### config.mk
export PLATFORM = sky130hd
export DESIGN_NAME = uart_rx_monitor
export DESIGN_NICKNAME = d
export VERILOG_FILES = /design/src/rtl/uart_rx_pkg.sv /design/src/rtl/uart_rx_fifo.sv /design/src/rtl/uart_rx_monitor.sv
export SDC_FILE = /design/constraint.sdc
export NUM_CORES = 1
export LEC_CHECK = 0
export BUFFER_PORTS_ARGS = -buffer_cell sky130_fd_sc_hd__buf_4
export CORE_ASPECT_RATIO = 0.9
export CORE_UTILIZATION = 45
export DETAILED_ROUTE_END_ITERATION = 16
export SLEW_MARGIN = 5
export SYNTH_ARGS = -nofsm -noshare
export SYNTH_HDL_FRONTEND = slang
export SYNTH_SLANG_ARGS = --single-unit
export TNS_END_PERCENT = 20
### constraint.sdc
create_clock -name soc_clk -period 7 [get_ports soc_clk]
set_input_delay 1.4 -clock soc_clk [delete_from_list [all_inputs] [get_ports soc_clk]]
set_output_delay 1.4 -clock soc_clk [all_outputs]
set_load 0.1 [all_outputs]
### src/rtl/uart_rx_pkg.sv
// Shared types and helpers for the UART receive monitor.
// Defining UART_RX_PARITY_EN adds the PARITY state used for 8O1 framing.
package uart_rx_pkg;

  localparam int OversampleRate = 16;

  typedef enum logic [2:0] {
    IDLE,
    START,
    DATA,
`ifdef UART_RX_PARITY_EN
    PARITY,
`endif
    STOP,
    BREAK
  } rx_state_e;

  // Clocks per oversample tick, rounded to nearest.
  function automatic int calc_div(input int clk_hz, input int baud);
    int den;
    den = baud * OversampleRate;
    return (clk_hz + den / 2) / den;
  endfunction

endpackage

### src/rtl/uart_rx_fifo.sv
// First-word-fall-through synchronous byte FIFO; a pop on a full FIFO frees
// the slot for a push in the same cycle.
module uart_rx_fifo #(
  parameter int Width = 8,
  parameter int Depth = 8
) (
  input  logic                   soc_clk,
  input  logic                   rst_n,
  input  logic                   push,
  input  logic [Width-1:0]       wdata,
  input  logic                   pop,
  output logic [Width-1:0]       rdata,
  output logic                   full,
  output logic                   empty,
  output logic [$clog2(Depth):0] count
);

  localparam int AddrW = $clog2(Depth);

  logic [Width-1:0] mem [Depth];
  logic [AddrW-1:0] wr_ptr_reg;
  logic [AddrW-1:0] rd_ptr_reg;
  logic [AddrW:0]   count_reg;
  logic             do_push;
  logic             do_pop;

  assign empty   = (count_reg == '0);
  assign full    = (count_reg == (AddrW + 1)'(Depth));
  assign do_pop  = pop && !empty;
  assign do_push = push && (!full || do_pop);

  always_ff @(posedge soc_clk) begin
    if (do_push) begin
      mem[wr_ptr_reg] <= wdata;
    end
  end

  // Power-of-two depth lets the pointers wrap naturally.
  always_ff @(posedge soc_clk or negedge rst_n) begin
    if (!rst_n) begin
      wr_ptr_reg <= '0;
      rd_ptr_reg <= '0;
      count_reg  <= '0;
    end else begin
      if (do_push) begin
        wr_ptr_reg <= wr_ptr_reg + AddrW'(1);
      end
      if (do_pop) begin
        rd_ptr_reg <= rd_ptr_reg + AddrW'(1);
      end
      count_reg <= count_reg + {{AddrW{1'b0}}, do_push} - {{AddrW{1'b0}}, do_pop};
    end
  end

  assign rdata = empty ? '0 : mem[rd_ptr_reg];
  assign count = count_reg;

endmodule

### src/rtl/uart_rx_monitor.sv
// UART receiver on the SoC TX line: 16x oversampled 8N1 deserialiser feeding a byte FIFO.
// Defining UART_RX_PARITY_EN switches to 8O1 and adds parity_err_o.
module uart_rx_monitor
  import uart_rx_pkg::*;
#(
  parameter int ClkFreqHz = 20000000,
  parameter int BaudRate  = 115200,
  parameter int FifoDepth = 8
) (
  input  logic                       soc_clk,
  input  logic                       rst_n,
  input  logic                       rx_i,
  output logic [7:0]                 rx_data_o,
  output logic                       rx_valid_o,
  input  logic                       rx_ready_i,
  input  logic                       clear_i,
  output logic                       frame_err_o,
  output logic                       overflow_o,
`ifdef UART_RX_PARITY_EN
  output logic                       parity_err_o,
`endif
  output logic [$clog2(FifoDepth):0] fifo_count_o
);

  localparam int Div  = calc_div(ClkFreqHz, BaudRate);
  localparam int DivW = (Div > 1) ? $clog2(Div) : 1;

  rx_state_e   state_reg, state_next;
  logic [1:0]  sync_reg;
  logic        rx_sync;
  logic        rx_prev_reg;
  logic        fell;
  logic [DivW-1:0] tick_cnt_reg;
  logic        tick;
  logic        restart;
  logic [3:0]  sub_cnt_reg, sub_cnt_next;
  logic [2:0]  bit_cnt_reg, bit_cnt_next;
  logic [7:0]  shift_reg, shift_next;
  logic [1:0]  samples_reg, samples_next;
  logic        vote_reg, vote_next;
  logic        vote_now;
  logic        push;
  logic        frame_evt;
  logic        overflow_evt;
  logic        frame_err_reg;
  logic        overflow_reg;
  logic        fifo_full;
  logic        fifo_empty;
`ifdef UART_RX_PARITY_EN
  logic        par_bad_reg, par_bad_next;
  logic        parity_evt;
  logic        parity_err_reg;
`endif

  // Two-flop synchroniser plus previous value for falling-edge detection.
  always_ff @(posedge soc_clk or negedge rst_n) begin
    if (!rst_n) begin
      sync_reg    <= 2'b11;
      rx_prev_reg <= 1'b1;
    end else begin
      sync_reg    <= {sync_reg[0], rx_i};
      rx_prev_reg <= sync_reg[1];
    end
  end

  assign rx_sync = sync_reg[1];
  assign fell    = rx_prev_reg && !rx_sync;

  // Tick fires while the counter is 0, so tick 0 lands right after a restart.
  always_ff @(posedge soc_clk or negedge rst_n) begin
    if (!rst_n) begin
      tick_cnt_reg <= '0;
    end else if (restart || tick_cnt_reg == DivW'(Div - 1)) begin
      tick_cnt_reg <= '0;
    end else begin
      tick_cnt_reg <= tick_cnt_reg + DivW'(1);
    end
  end

  assign tick = (tick_cnt_reg == '0);

  // Majority of the tick-7/8 samples and the live tick-9 sample.
  assign vote_now = (samples_reg[0] & samples_reg[1]) |
                    (samples_reg[0] & rx_sync) |
                    (samples_reg[1] & rx_sync);

  always_ff @(posedge soc_clk or negedge rst_n) begin
    if (!rst_n) begin
      state_reg   <= IDLE;
      sub_cnt_reg <= '0;
      bit_cnt_reg <= '0;
      shift_reg   <= '0;
      samples_reg <= 2'b11;
      vote_reg    <= 1'b1;
`ifdef UART_RX_PARITY_EN
      par_bad_reg <= 1'b0;
`endif
    end else begin
      state_reg   <= state_next;
      sub_cnt_reg <= sub_cnt_next;
      bit_cnt_reg <= bit_cnt_next;
      shift_reg   <= shift_next;
      samples_reg <= samples_next;
      vote_reg    <= vote_next;
`ifdef UART_RX_PARITY_EN
      par_bad_reg <= par_bad_next;
`endif
    end
  end

  always_comb begin
    state_next   = state_reg;
    sub_cnt_next = sub_cnt_reg;
    bit_cnt_next = bit_cnt_reg;
    shift_next   = shift_reg;
    samples_next = samples_reg;
    vote_next    = vote_reg;
    restart      = 1'b0;
    push         = 1'b0;
    frame_evt    = 1'b0;
`ifdef UART_RX_PARITY_EN
    par_bad_next = par_bad_reg;
    parity_evt   = 1'b0;
`endif

    if (state_reg != IDLE && state_reg != BREAK && tick) begin
      sub_cnt_next = sub_cnt_reg + 4'd1;
      if (sub_cnt_reg == 4'd7) samples_next[0] = rx_sync;
      if (sub_cnt_reg == 4'd8) samples_next[1] = rx_sync;
      if (sub_cnt_reg == 4'd9) vote_next = vote_now;
    end

    case (state_reg)
      IDLE: begin
        if (fell) begin
          state_next   = START;
          restart      = 1'b1;
          sub_cnt_next = '0;
          bit_cnt_next = '0;
`ifdef UART_RX_PARITY_EN
          par_bad_next = 1'b0;
`endif
        end
      end
      START: begin
        if (tick && sub_cnt_reg == 4'd15) begin
          state_next = vote_reg ? IDLE : DATA;
        end
      end
      DATA: begin
        if (tick && sub_cnt_reg == 4'd15) begin
          shift_next   = {vote_reg, shift_reg[7:1]};
          bit_cnt_next = bit_cnt_reg + 3'd1;
          if (bit_cnt_reg == 3'd7) begin
`ifdef UART_RX_PARITY_EN
            state_next = PARITY;
`else
            state_next = STOP;
`endif
          end
        end
      end
`ifdef UART_RX_PARITY_EN
      PARITY: begin
        // Odd parity: data bits plus parity bit must hold an odd number of ones.
        if (tick && sub_cnt_reg == 4'd15) begin
          par_bad_next = ~(^shift_reg ^ vote_reg);
          state_next   = STOP;
        end
      end
`endif
      STOP: begin
        if (tick && sub_cnt_reg == 4'd9) begin
          if (vote_now) begin
`ifdef UART_RX_PARITY_EN
            push       = !par_bad_reg;
            parity_evt = par_bad_reg;
`else
            push       = 1'b1;
`endif
            state_next = IDLE;
          end else begin
            frame_evt  = 1'b1;
            state_next = BREAK;
          end
        end
      end
      BREAK: begin
        if (rx_sync) begin
          state_next = IDLE;
        end
      end
      default: state_next = IDLE;
    endcase
  end

  uart_rx_fifo #(
    .Width (8),
    .Depth (FifoDepth)
  ) u_fifo (
    .soc_clk (soc_clk),
    .rst_n   (rst_n),
    .push    (push),
    .wdata   (shift_reg),
    .pop     (rx_ready_i),
    .rdata   (rx_data_o),
    .full    (fifo_full),
    .empty   (fifo_empty),
    .count   (fifo_count_o)
  );

  assign rx_valid_o   = !fifo_empty;
  assign overflow_evt = push && fifo_full && !rx_ready_i;

  // A new error event in the same cycle as clear_i keeps the flag set.
  always_ff @(posedge soc_clk or negedge rst_n) begin
    if (!rst_n) begin
      frame_err_reg <= 1'b0;
      overflow_reg  <= 1'b0;
    end else begin
      if (frame_evt)        frame_err_reg <= 1'b1;
      else if (clear_i)     frame_err_reg <= 1'b0;
      if (overflow_evt)     overflow_reg  <= 1'b1;
      else if (clear_i)     overflow_reg  <= 1'b0;
    end
  end

  assign frame_err_o = frame_err_reg;
  assign overflow_o  = overflow_reg;

`ifdef UART_RX_PARITY_EN
  always_ff @(posedge soc_clk or negedge rst_n) begin
    if (!rst_n)           parity_err_reg <= 1'b0;
    else if (parity_evt)  parity_err_reg <= 1'b1;
    else if (clear_i)     parity_err_reg <= 1'b0;
  end

  assign parity_err_o = parity_err_reg;
`endif

endmodule
==> metrics, run 1 <==
worst-margin pin slew approximately 1100 ps; area of the multi-input gates around 1400 um^2; Mapped Avg Cell Area roughly 15 um^2; Min Hold Slack around 350 ps; Max Slew Vio Count 0; setup TNS 0 ps; RR Endpoint u_fifo.mem[6][6]; prevailing post-synth register cell edfxtp_1; crit path launch u_fifo.rd_ptr_reg[0]; r2r worst-path depth 6; RSZ-0062 raised after global routing no; Async S/R FF share, synth slightly below 40%; nets between 300 and 400; Synth area leaders edfxtp_1 43%, dfrtp_1 19%, mux4_2 8.1%, ha_1 4.5%, dfstp_2 3.5%; GRT Resource Usage Total 16.1%; Die X around 110 um; Worst EP arrival 2550 ps; setup repair bufs after CTS 0; kind of end point of the critical path output port; worst vdd ir between 0.15 and 0.2 mV; Seq/Total Area, Yosys approximately 66%; initial DRC count 74; total number of vias between 2000 and 2500; Hold Buf Count CTS 0; Clk pin slew, worst setup/hold paths roughly 100 ps; 1st-pass router iterations 4; PortBufs 19; Clock Latency Late Sink roughly 370 ps; most frequent cells in the layout 64 x edfxtp_1, 34 x dfrtp_1, 24 x nor2_1; largest net degree at the start of global routing 41; status complete, no violations; Leak around 2.0 nW; R2R Setup Slk between 4000 and 5000 ps; Final Hold Fails 0; initial antenna violation count 0; number of global-route vias before repair between 2000 and 2500; CTS tree yes; total CTS buffers 9; Yosys reg bits 104; gr ovfl total 0; Core Region 9610 um^2; max reg flops 64; vias per cell roughly 5.2; max cap viols 0; Period minus WS final 3950 ps; Clock Sinks 104; Post-DRT Antenna Nets 0; fill cell count 850; number of synthesized flops with an enable pin 64; post-detail-place hpwl around 4700 um; top cell type's share of synthesized area a little over two fifths; Post-Syn Area 4450 um^2; CTS root buf clkbuf_8; Tcrit/Tclk final a little under three fifths; most common cell after layout, fill and taps aside edfxtp_1; pwr/cell area 353 nW/um^2; Routed WL 7360 um; maximum level of the CTS H-tree 3; layout cells sized above 1 22.9%; Slew HR a little over a quarter; number of antenna repair diodes 0; gpl congestion 0.699; Critical Path Fanout Max 18; Ys Warns 0; Area growth syn-to-layout 9.90%; total power roughly 1.7 mW; die area around 10000 um^2; synth unique cells 47; Syn Inst Count approximately 290; leading area contributor after synthesis edfxtp_1; io pins 20; Resized cells post-CTS 0; worst setup path endpoint rx_data_o[4]; Initial Utilization between 40% and 50%; Seq. cell area around 2900 um^2; final setup fails 0; Setup Skew about 11 ps; Die Ht 96.3 um; RR Startpoint tick_cnt_reg[0]; Avg WL per Cell 16.7 um; clk buf depth 2; first-pass GRT wire length between 10000 and 15000 um; critical path class flip-flop to output port; num rows 34; number of remaining DRC errors 0; Post-Syn Nets 309; Hold Path Class flip-flop to flip-flop; Setup crit start kind flip-flop; fmax 253 MHz; Req. time, crit path between 5000 and 6000 ps
==> worst max-delay path, stage by stage, from the launching register on <==
cell and delay, ps:
dfrtp_1 1090, mux4_2 620, mux2i_1 160, nor2_1 60, buf_4 250
==> worst min path at each step <==
stage,start,end,slack (ps),depth (start not counted)
2_1_floorplan,sync_reg[0],sync_reg[1],350,0
3_3_place_gp,sync_reg[0],sync_reg[1],350,0
3_5_place_dp,sync_reg[0],sync_reg[1],350,0
4_1_cts,sync_reg[0],sync_reg[1],360,0
5_1_grt,sync_reg[0],sync_reg[1],360,0
6_report,sync_reg[0],sync_reg[1],350,0
==> report_power, final <==
part	leakage (nW)	switching [mW]	internal, mW
clock network	0.0870	0.204	0.129
registers	1.18	0.110	0.694
logic	0.751	0.380	0.208
total	2.02	0.694	1.03
==> cells by family after synthesis <==
family / after synthesis / synth area share, %
multiplexers: 37 / 13.3
flip-flops: 104 / 65.9
XOR/XNOR: 9 / 1.77
AO/OA/AOI/OAI: 18 / 2.50
AND/OR/NAND/NOR: 72 / 8.69
adder cells (fa/ha/maj): 18 / 5.18
buffers and inverters: 29 / 2.67
==> through the flow <==
stage | setup slack [ps] | std cells | area [um^2] | utilization (%)
final | 3050 | 440 | 4890 | 50.8
after global routing | 2840 | 440 | 4890 | 50.8
after CTS | 2940 | 440 | 4890 | 50.8
after detailed placement | 3350 | 424 | 4720 | 49.1
after global placement | 3390 | 424 | 4720 | 49.1
after floorplan | 2710 | 287 | 4450 | -
==> area by class of cell <==
cell class | count | share of cell area [%]
tap | 126 | 3.23
clock buffer | 9 | 2.53
clock inverter | 7 | 0.973
sequential | 104 | 60.0
timing repair buffer | 20 | 3.07
multi-input combinational | 154 | 28.7
inverter | 20 | 1.54
==> metal layers <==
layer / vias up / GRT usage [%] / wire length (um)
met5: - / 0 / 0
met4: 0 / 6.51 / 129
met3: 10 / 3.86 / 151
met2: 18 / 27.0 / 3560
met1: 1146 / 20.3 / 3530
li1: 1100 / - / -
==> cells in the mapped netlist (all sizes together) (2+ instances only) <==
master  instances
mux2           13
and2            4
o21a            2
ha             16
nor2b           2
nor3            3
clkbuf          3
nor2           25
mux2i           8
nand2b          5
a21oi           3
and3            3
dfrtp          34
nand3          11
nand2           8
buf             6
inv            20
edfxtp         64
or3b            2
xor2            2
nand3b          2
dfstp           6
xnor2           7
nor3b           2
and3b           2
mux4           16
o21ai           7
Note: power is estimated with default switching activity, not from simulation.
==> run 2: changes to the inputs <==
--- a/config.mk
+++ b/config.mk
@@ -5,6 +5,7 @@
 export SDC_FILE = /design/constraint.sdc
 export NUM_CORES = 1
 export LEC_CHECK = 0
+export ABC_AREA = 1
 export BUFFER_PORTS_ARGS = -buffer_cell sky130_fd_sc_hd__buf_4
 export CORE_ASPECT_RATIO = 0.9
 export CORE_UTILIZATION = 45
==> constraint.sdc (replaced) <==
create_clock -name soc_clk -period 3.2 [get_ports soc_clk]
set_input_delay 0.64 -clock soc_clk [delete_from_list [all_inputs] [get_ports soc_clk]]
set_output_delay 0.64 -clock soc_clk [all_outputs]
set_load 0.1 [all_outputs]
==> run 2 against run 1 <==
Net effect: first-iteration DRC count up 59%; largest cell class unchanged; count of clock-buffer cells in the layout did not move; clock power rose to 3.7 times the previous value.
==> metrics, run 2 <==
Mapped Avg Cell Area 10.7 um^2 (was 15.5 um^2); final setup fails 0 (unchanged); RR Startpoint u_fifo.count[2] (was tick_cnt_reg[0]); Clk pwr share 22.4% (was 19.3%); Clock Latency Late Sink 340 ps (was 370 ps); r2r worst-path depth 8 (was 6); Clk pin slew, worst setup/hold paths 80 ps (was 100 ps); most common cell after layout, fill and taps aside nor2_1 (was edfxtp_1); PortBufs 19 (unchanged); synth unique cells 33 (was 47); total number of vias 3035 (was 2274); Resized cells post-CTS 0 (unchanged); max reg flops 64 (unchanged); GRT Resource Usage Total 18.4% (was 16.1%); Period minus WS final between 2000 and 3000 ps; R2R Setup Slk 870 ps (was 4390 ps); CTS tree yes (unchanged); Synth area leaders edfxtp_1 41%, dfrtp_1 18%, o21ai_0 7.5%, nor2_1 7.3%, ha_1 4.3% (was edfxtp_1 43%, dfrtp_1 19%, mux4_2 8.1%, ha_1 4.5%, dfstp_2 3.5%); Area growth syn-to-layout 15.0% (was 9.90%); initial DRC count 118 (was 74); switching pwr 2.51 mW (was 0.694 mW); Seq/Total Area, Yosys 63.0% (was 65.9%); clk buf depth 2 (unchanged); number of synthesized flops with an enable pin 64 (unchanged); number of global-route vias before repair 3031 (was 2279); area post-placement 5010 um^2 (was 4720 um^2); Clock Sinks 104 (unchanged); nets 482 (was 331); Die X 109 um (was 107 um); Hold Path Class primary input to async pin (was flip-flop to flip-flop); Setup crit start kind flip-flop (unchanged); critical path class flip-flop to output port (unchanged); 1st-pass router iterations 4 (unchanged); first-pass GRT wire length 15000 um (was 11900 um); Ys Warns 0 (unchanged); top post-synthesis cells by count 91 x nor2_1, 70 x o21ai_0, 64 x edfxtp_1, 40 x nand2_1, 36 x inv_1 (was 64 x edfxtp_1, 34 x dfrtp_1, 24 x nor2_1, 20 x inv_1); CTS root buf clkbuf_16 (was clkbuf_8); largest net degree at the start of global routing 41 (unchanged); Final Non-Filler Cells 591 (was 440); most frequent cells in the layout 83 x nor2_1, 70 x o21ai_0, 64 x edfxtp_1 (was 64 x edfxtp_1, 34 x dfrtp_1, 24 x nor2_1); Yosys reg bits 104 (unchanged); Setup Skew 7.79 ps (was 10.7 ps); # placed instances 575 (was 424); Post-Syn Nets 456 (was 309); num rows 34 (unchanged); fill cell count 875 (was 850); pwr/cell area 1010 nW/um^2 (was 353 nW/um^2); Core Region 9870 um^2 (was 9610 um^2); status complete, no violations (unchanged); Post-DRT Antenna Nets 0 (unchanged); kind of end point of the critical path output port (unchanged); layout cells sized above 1 17.6% (was 22.9%); worst-margin pin slew 738 ps (was 1110 ps); Avg WL per Cell 14.7 um (was 16.7 um); Syn Inst Count 434 (was 287); setup TNS 0 ps (unchanged); die area 10700 um^2 (was 10300 um^2); max cap viols 0 (unchanged); Critical Path Fanout Max 22 (was 18); Hold Buf Count CTS 0 (unchanged); leading area contributor after synthesis edfxtp_1 (unchanged); Tcrit/Tclk final between 80% and 90%; Combinational Power Share 46.2% (was 34.1%); Pint 2.91 mW (was 1.03 mW); io pins 20 (unchanged); Async S/R FF share, synth 38.5% (unchanged); Initial Utilization 47.1% (was 46.3%); maximum level of the CTS H-tree 3 (unchanged); Switching Share 46.3% (was 40.2%); Die Ht 98.4 um (was 96.3 um); RR Endpoint u_fifo.mem[2][6] (was u_fifo.mem[6][6]); number of remaining DRC errors 0 (unchanged); count leader, synth nor2_1 (was edfxtp_1); Worst EP arrival 2170 ps (was 2550 ps); design area 5350 um^2 (was 4890 um^2); Max Slew Vio Count 0 (unchanged); prevailing post-synth register cell edfxtp_1 (unchanged); Post-Syn Area 4650 um^2 (was 4450 um^2); RSZ-0062 raised after global routing no (unchanged); gr ovfl total 0 (unchanged); fmax ~360 MHz; Seq pwr share 31.4% (was 46.6%); total CTS buffers 9 (unchanged); vias per cell 5.14 (was 5.17); Req. time, crit path 2560 ps (was 5600 ps); post-detail-place hpwl 5860 um (was 4730 um); setup repair bufs after CTS 0 (unchanged); top cell type's share of synthesized area 41.3% (was 43.2%); Final Hold Fails 0 (unchanged); total power 5.42 mW (was 1.72 mW); Leak 2.31 nW (was 2.02 nW); Min Hold Slack 265 ps (was 350 ps); gpl congestion 0.787 (was 0.699); Slew HR 50.6% (was 26.2%); initial antenna violation count 0 (unchanged); number of antenna repair diodes 0 (unchanged); Routed WL 8710 um (was 7360 um); worst vdd ir 0.750 mV (was 0.169 mV)
==> run 2: cell types whose count changed after synthesis, moves of 16 or more <==
| cell | previous run | this run |
|---|---|---|
| o21ai_0 | 7 | 70 |
| inv_1 | 20 | 36 |
| nand2_1 | 8 | 40 |
| mux4_2 | 16 | 0 |
| nor2_1 | 24 | 91 |
==> run 2: how the worst max path moves through the flow <==
stage               cells past startpoint  slack [ps]            startpoint           end
floorplan                               6         170       u_fifo.count[2]  rx_data_o[0]
global placement                        6         810  u_fifo.rd_ptr_reg[1]  rx_data_o[3]
detailed placement                      6         760  u_fifo.rd_ptr_reg[1]  rx_data_o[3]
CTS                                     6         360  u_fifo.rd_ptr_reg[1]  rx_data_o[3]
global route                            6         170  u_fifo.rd_ptr_reg[1]  rx_data_o[3]
finish                                  6         390  u_fifo.rd_ptr_reg[1]  rx_data_o[3]
==> run 2: layer usage <==
layer / vias to the layer above / GRT usage [%] / share of wire [%]
li1: 1507 / - / -
met1: 1474 / 24.6 / 48
met2: 43 / 30.1 / 48
met3: 11 / 3.90 / 2.9
met4: 0 / 5.61 / 1.4
met5: - / 0 / 0
==> run 2: layout make-up <==
cell class	instances	area [um^2]	share of cell area (%)
clock inverter	7	109	2.04
sequential	104	2930	54.8
clock buffer	9	225	4.21
multi-input combinational	280	1570	29.4
timing repair buffer	28	210	3.93
tap	126	158	2.95
inverter	37	143	2.67
==> run 2: critical path, stage by stage, from the launching register on <==
cell and delay, ps:
dfrtp_1 560, buf_4 320, o21ai_0 170, o21ai_0 180, o21ai_0 170, nor2_4 110
buf_4 290
==> run 2: through the flow <==
stage	utilization [%]	setup WS, ps
3_3_place_gp	50.8	811
3_5_place_dp	50.8	762
2_1_floorplan	-	174
5_1_grt	54.2	170
4_1_cts	54.2	364
6_report	54.2	392
==> run 2: kinds of logic (layout without fill, tap and decap cells) <==
| kind of cell | Yosys count | after routing | synth area share [%] |
|---|---|---|---|
| simple gates | 171 | 171 | 17.0 |
| flops | 104 | 104 | 63.0 |
| buf+inv | 50 | 81 | 4.47 |
| compound gates | 85 | 85 | 9.42 |
| xor+xnor | 7 | 7 | 1.32 |
| fa+ha+maj | 17 | 17 | 4.74 |
==> run 2: power groups by stage <==
stage	clock network, mW	registers, mW	logic (mW)
2_1_floorplan	0	1.86	1.90
3_3_place_gp	0	1.73	2.48
3_5_place_dp	0	1.73	2.52
4_1_cts	1.24	1.70	2.53
5_1_grt	1.30	1.72	2.76
6_report	1.22	1.70	2.51
==> run 3: changes to the inputs <==
==> constraint.sdc (replaced) <==
create_clock -name soc_clk -period 3.2 [get_ports soc_clk]
set_input_delay 0.48 -clock soc_clk [delete_from_list [all_inputs] [get_ports soc_clk]]
set_output_delay 0.48 -clock soc_clk [all_outputs]
set_load 0.1 [all_outputs]
==> run 3 against run 2 <==
Net effect: combinational power about the same; design area down 0.63%; count of clock-buffer cells in the layout unchanged; first-iteration DRC count up 34%; global-route usage up 0.11 points; largest power group unchanged; flip-flop and latch count unchanged; cell count down 0.17%; wire length down 0.11%; die area unchanged.
==> metrics, run 3 (synthesis results as in run 2) <==
Resized cells post-CTS 0 (unchanged); die area 10700 um^2 (unchanged); Critical Path Fanout Max 19 (was 22); Routed WL 8700 um (was 8710 um); initial antenna violation count 0 (unchanged); Leak 2.28 nW (was 2.31 nW); Worst EP arrival 2110 ps (was 2170 ps); CTS root buf clkbuf_16 (unchanged); vias per cell 5.07 (was 5.14); clk buf depth 2 (unchanged); Die X 109 um (unchanged); maximum level of the CTS H-tree 3 (unchanged); max reg flops 64 (unchanged); worst-margin pin slew 740 ps (was 738 ps); gpl congestion 0.782 (was 0.787); max cap viols 0 (unchanged); # placed instances 574 (was 575); most frequent cells in the layout 83 x nor2_1, 70 x o21ai_0, 64 x edfxtp_1 (unchanged); Max Slew Vio Count 0 (unchanged); initial DRC count 158 (was 118); most common cell after layout, fill and taps aside nor2_1 (unchanged); GRT Resource Usage Total 18.5% (was 18.4%); number of remaining DRC errors 0 (unchanged); 1st-pass router iterations 4 (unchanged); setup repair bufs after CTS 0 (unchanged); Setup crit start kind flip-flop (unchanged); critical path class flip-flop to output port (unchanged); kind of end point of the critical path output port (unchanged); nets 481 (was 482); Die Ht 98.4 um (unchanged); fill cell count 864 (was 875); PortBufs 19 (unchanged); final setup fails 0 (unchanged); Area growth syn-to-layout 14.3% (was 15.0%); Final Non-Filler Cells 590 (was 591); layout cells sized above 1 17.0% (was 17.6%); number of global-route vias before repair 3022 (was 3031); setup TNS 0 ps (unchanged); Avg WL per Cell 14.7 um (about the same); Setup Skew 7.39 ps (was 7.79 ps); largest net degree at the start of global routing 41 (unchanged); num rows 34 (unchanged); Post-DRT Antenna Nets 0 (unchanged); RSZ-0062 raised after global routing no (unchanged); total number of vias 2993 (was 3035); fmax 386 MHz (was 356 MHz); Final Hold Fails 0 (unchanged); first-pass GRT wire length 15000 um (about the same); pwr/cell area 1010 nW/um^2 (about the same); gr ovfl total 0 (unchanged); Hold Buf Count CTS 0 (unchanged); Req. time, crit path 2720 ps (was 2560 ps); Clk pin slew, worst setup/hold paths 80 ps (about the same); Hold Path Class primary input to async pin (unchanged); number of antenna repair diodes 0 (unchanged); status complete, no violations (unchanged); Clock Latency Late Sink 340 ps (about the same); Period minus WS final 2590 ps (was 2810 ps); total CTS buffers 9 (unchanged); post-detail-place hpwl 5900 um (was 5860 um); CTS tree yes (unchanged); Slew HR 50.5% (was 50.6%); Tcrit/Tclk final 81.0% (was 87.7%); Initial Utilization 47.1% (unchanged); io pins 20 (unchanged); Clock Sinks 104 (unchanged); Core Region 9870 um^2 (unchanged); worst vdd ir 0.796 mV (was 0.750 mV)
[run 3: final timing paths]
kind	startpoint	to	slack, ps	cells after the start
worst max-delay path	u_fifo.rd_ptr_reg[0]	rx_data_o[7]	610	7
worst min-delay path	rst_n	sub_cnt_reg[0]	120	1
worst max register to register	u_fifo.count[2]	u_fifo.mem[2][4]	910	8
worst min register to register	sync_reg[0]	sync_reg[1]	350	0
max in group asynchronous	rst_n	vote_reg	2720	1
min in group soc_clk	rx_i	sync_reg[0]	250	1
[run 3: cell type report]
type | instances | area (um^2) | share of cell area (%)
repair buffers | 27 | 203 | 3.81
clock buffers | 9 | 225 | 4.24
inverters | 37 | 143 | 2.68
clock inverters | 7 | 85.1 | 1.60
multi-input cells | 280 | 1570 | 29.6
flip-flops and latches | 104 | 2930 | 55.1
well taps | 126 | 158 | 2.97
[run 3: where the power goes]
| group | switching, mW | internal, mW |
|---|---|---|
| clock | 0.499 | 0.623 |
| sequential | 0.146 | 1.55 |
| combinational | 1.87 | 0.662 |
[run 3: metrics by stage]
step	instance area, um^2	hold slack, ps	setup slack [ps]	utilization [%]	power (mW)
after global placement	5000	355	952	50.7	4.23
after global routing	5320	159	393	53.9	5.69
after floorplan	4710	184	31.4	-	3.76
final	5320	119	607	53.9	5.34
after CTS	5320	131	548	53.9	5.41
after detailed placement	5000	351	881	50.7	4.27
[run 3: metal layers]
metal	global-route usage [%]	vias to the layer above	part of all wire [%]	wire length, um
li1	-	1510	-	-
met1	25.0	1426	48	4170
met2	29.9	52	48	4190
met3	4.96	5	3.2	275
met4	4.37	0	0.70	61
met5	0	-	0	0
[run 3: worst max-delay path: stages (launching register included)]
cell and delay [ps]:
dfrtp_1 380, inv_1 310, buf_4 310, o21ai_0 170, o21ai_0 110, nor2_1 90, nor2_4 120, buf_4 290
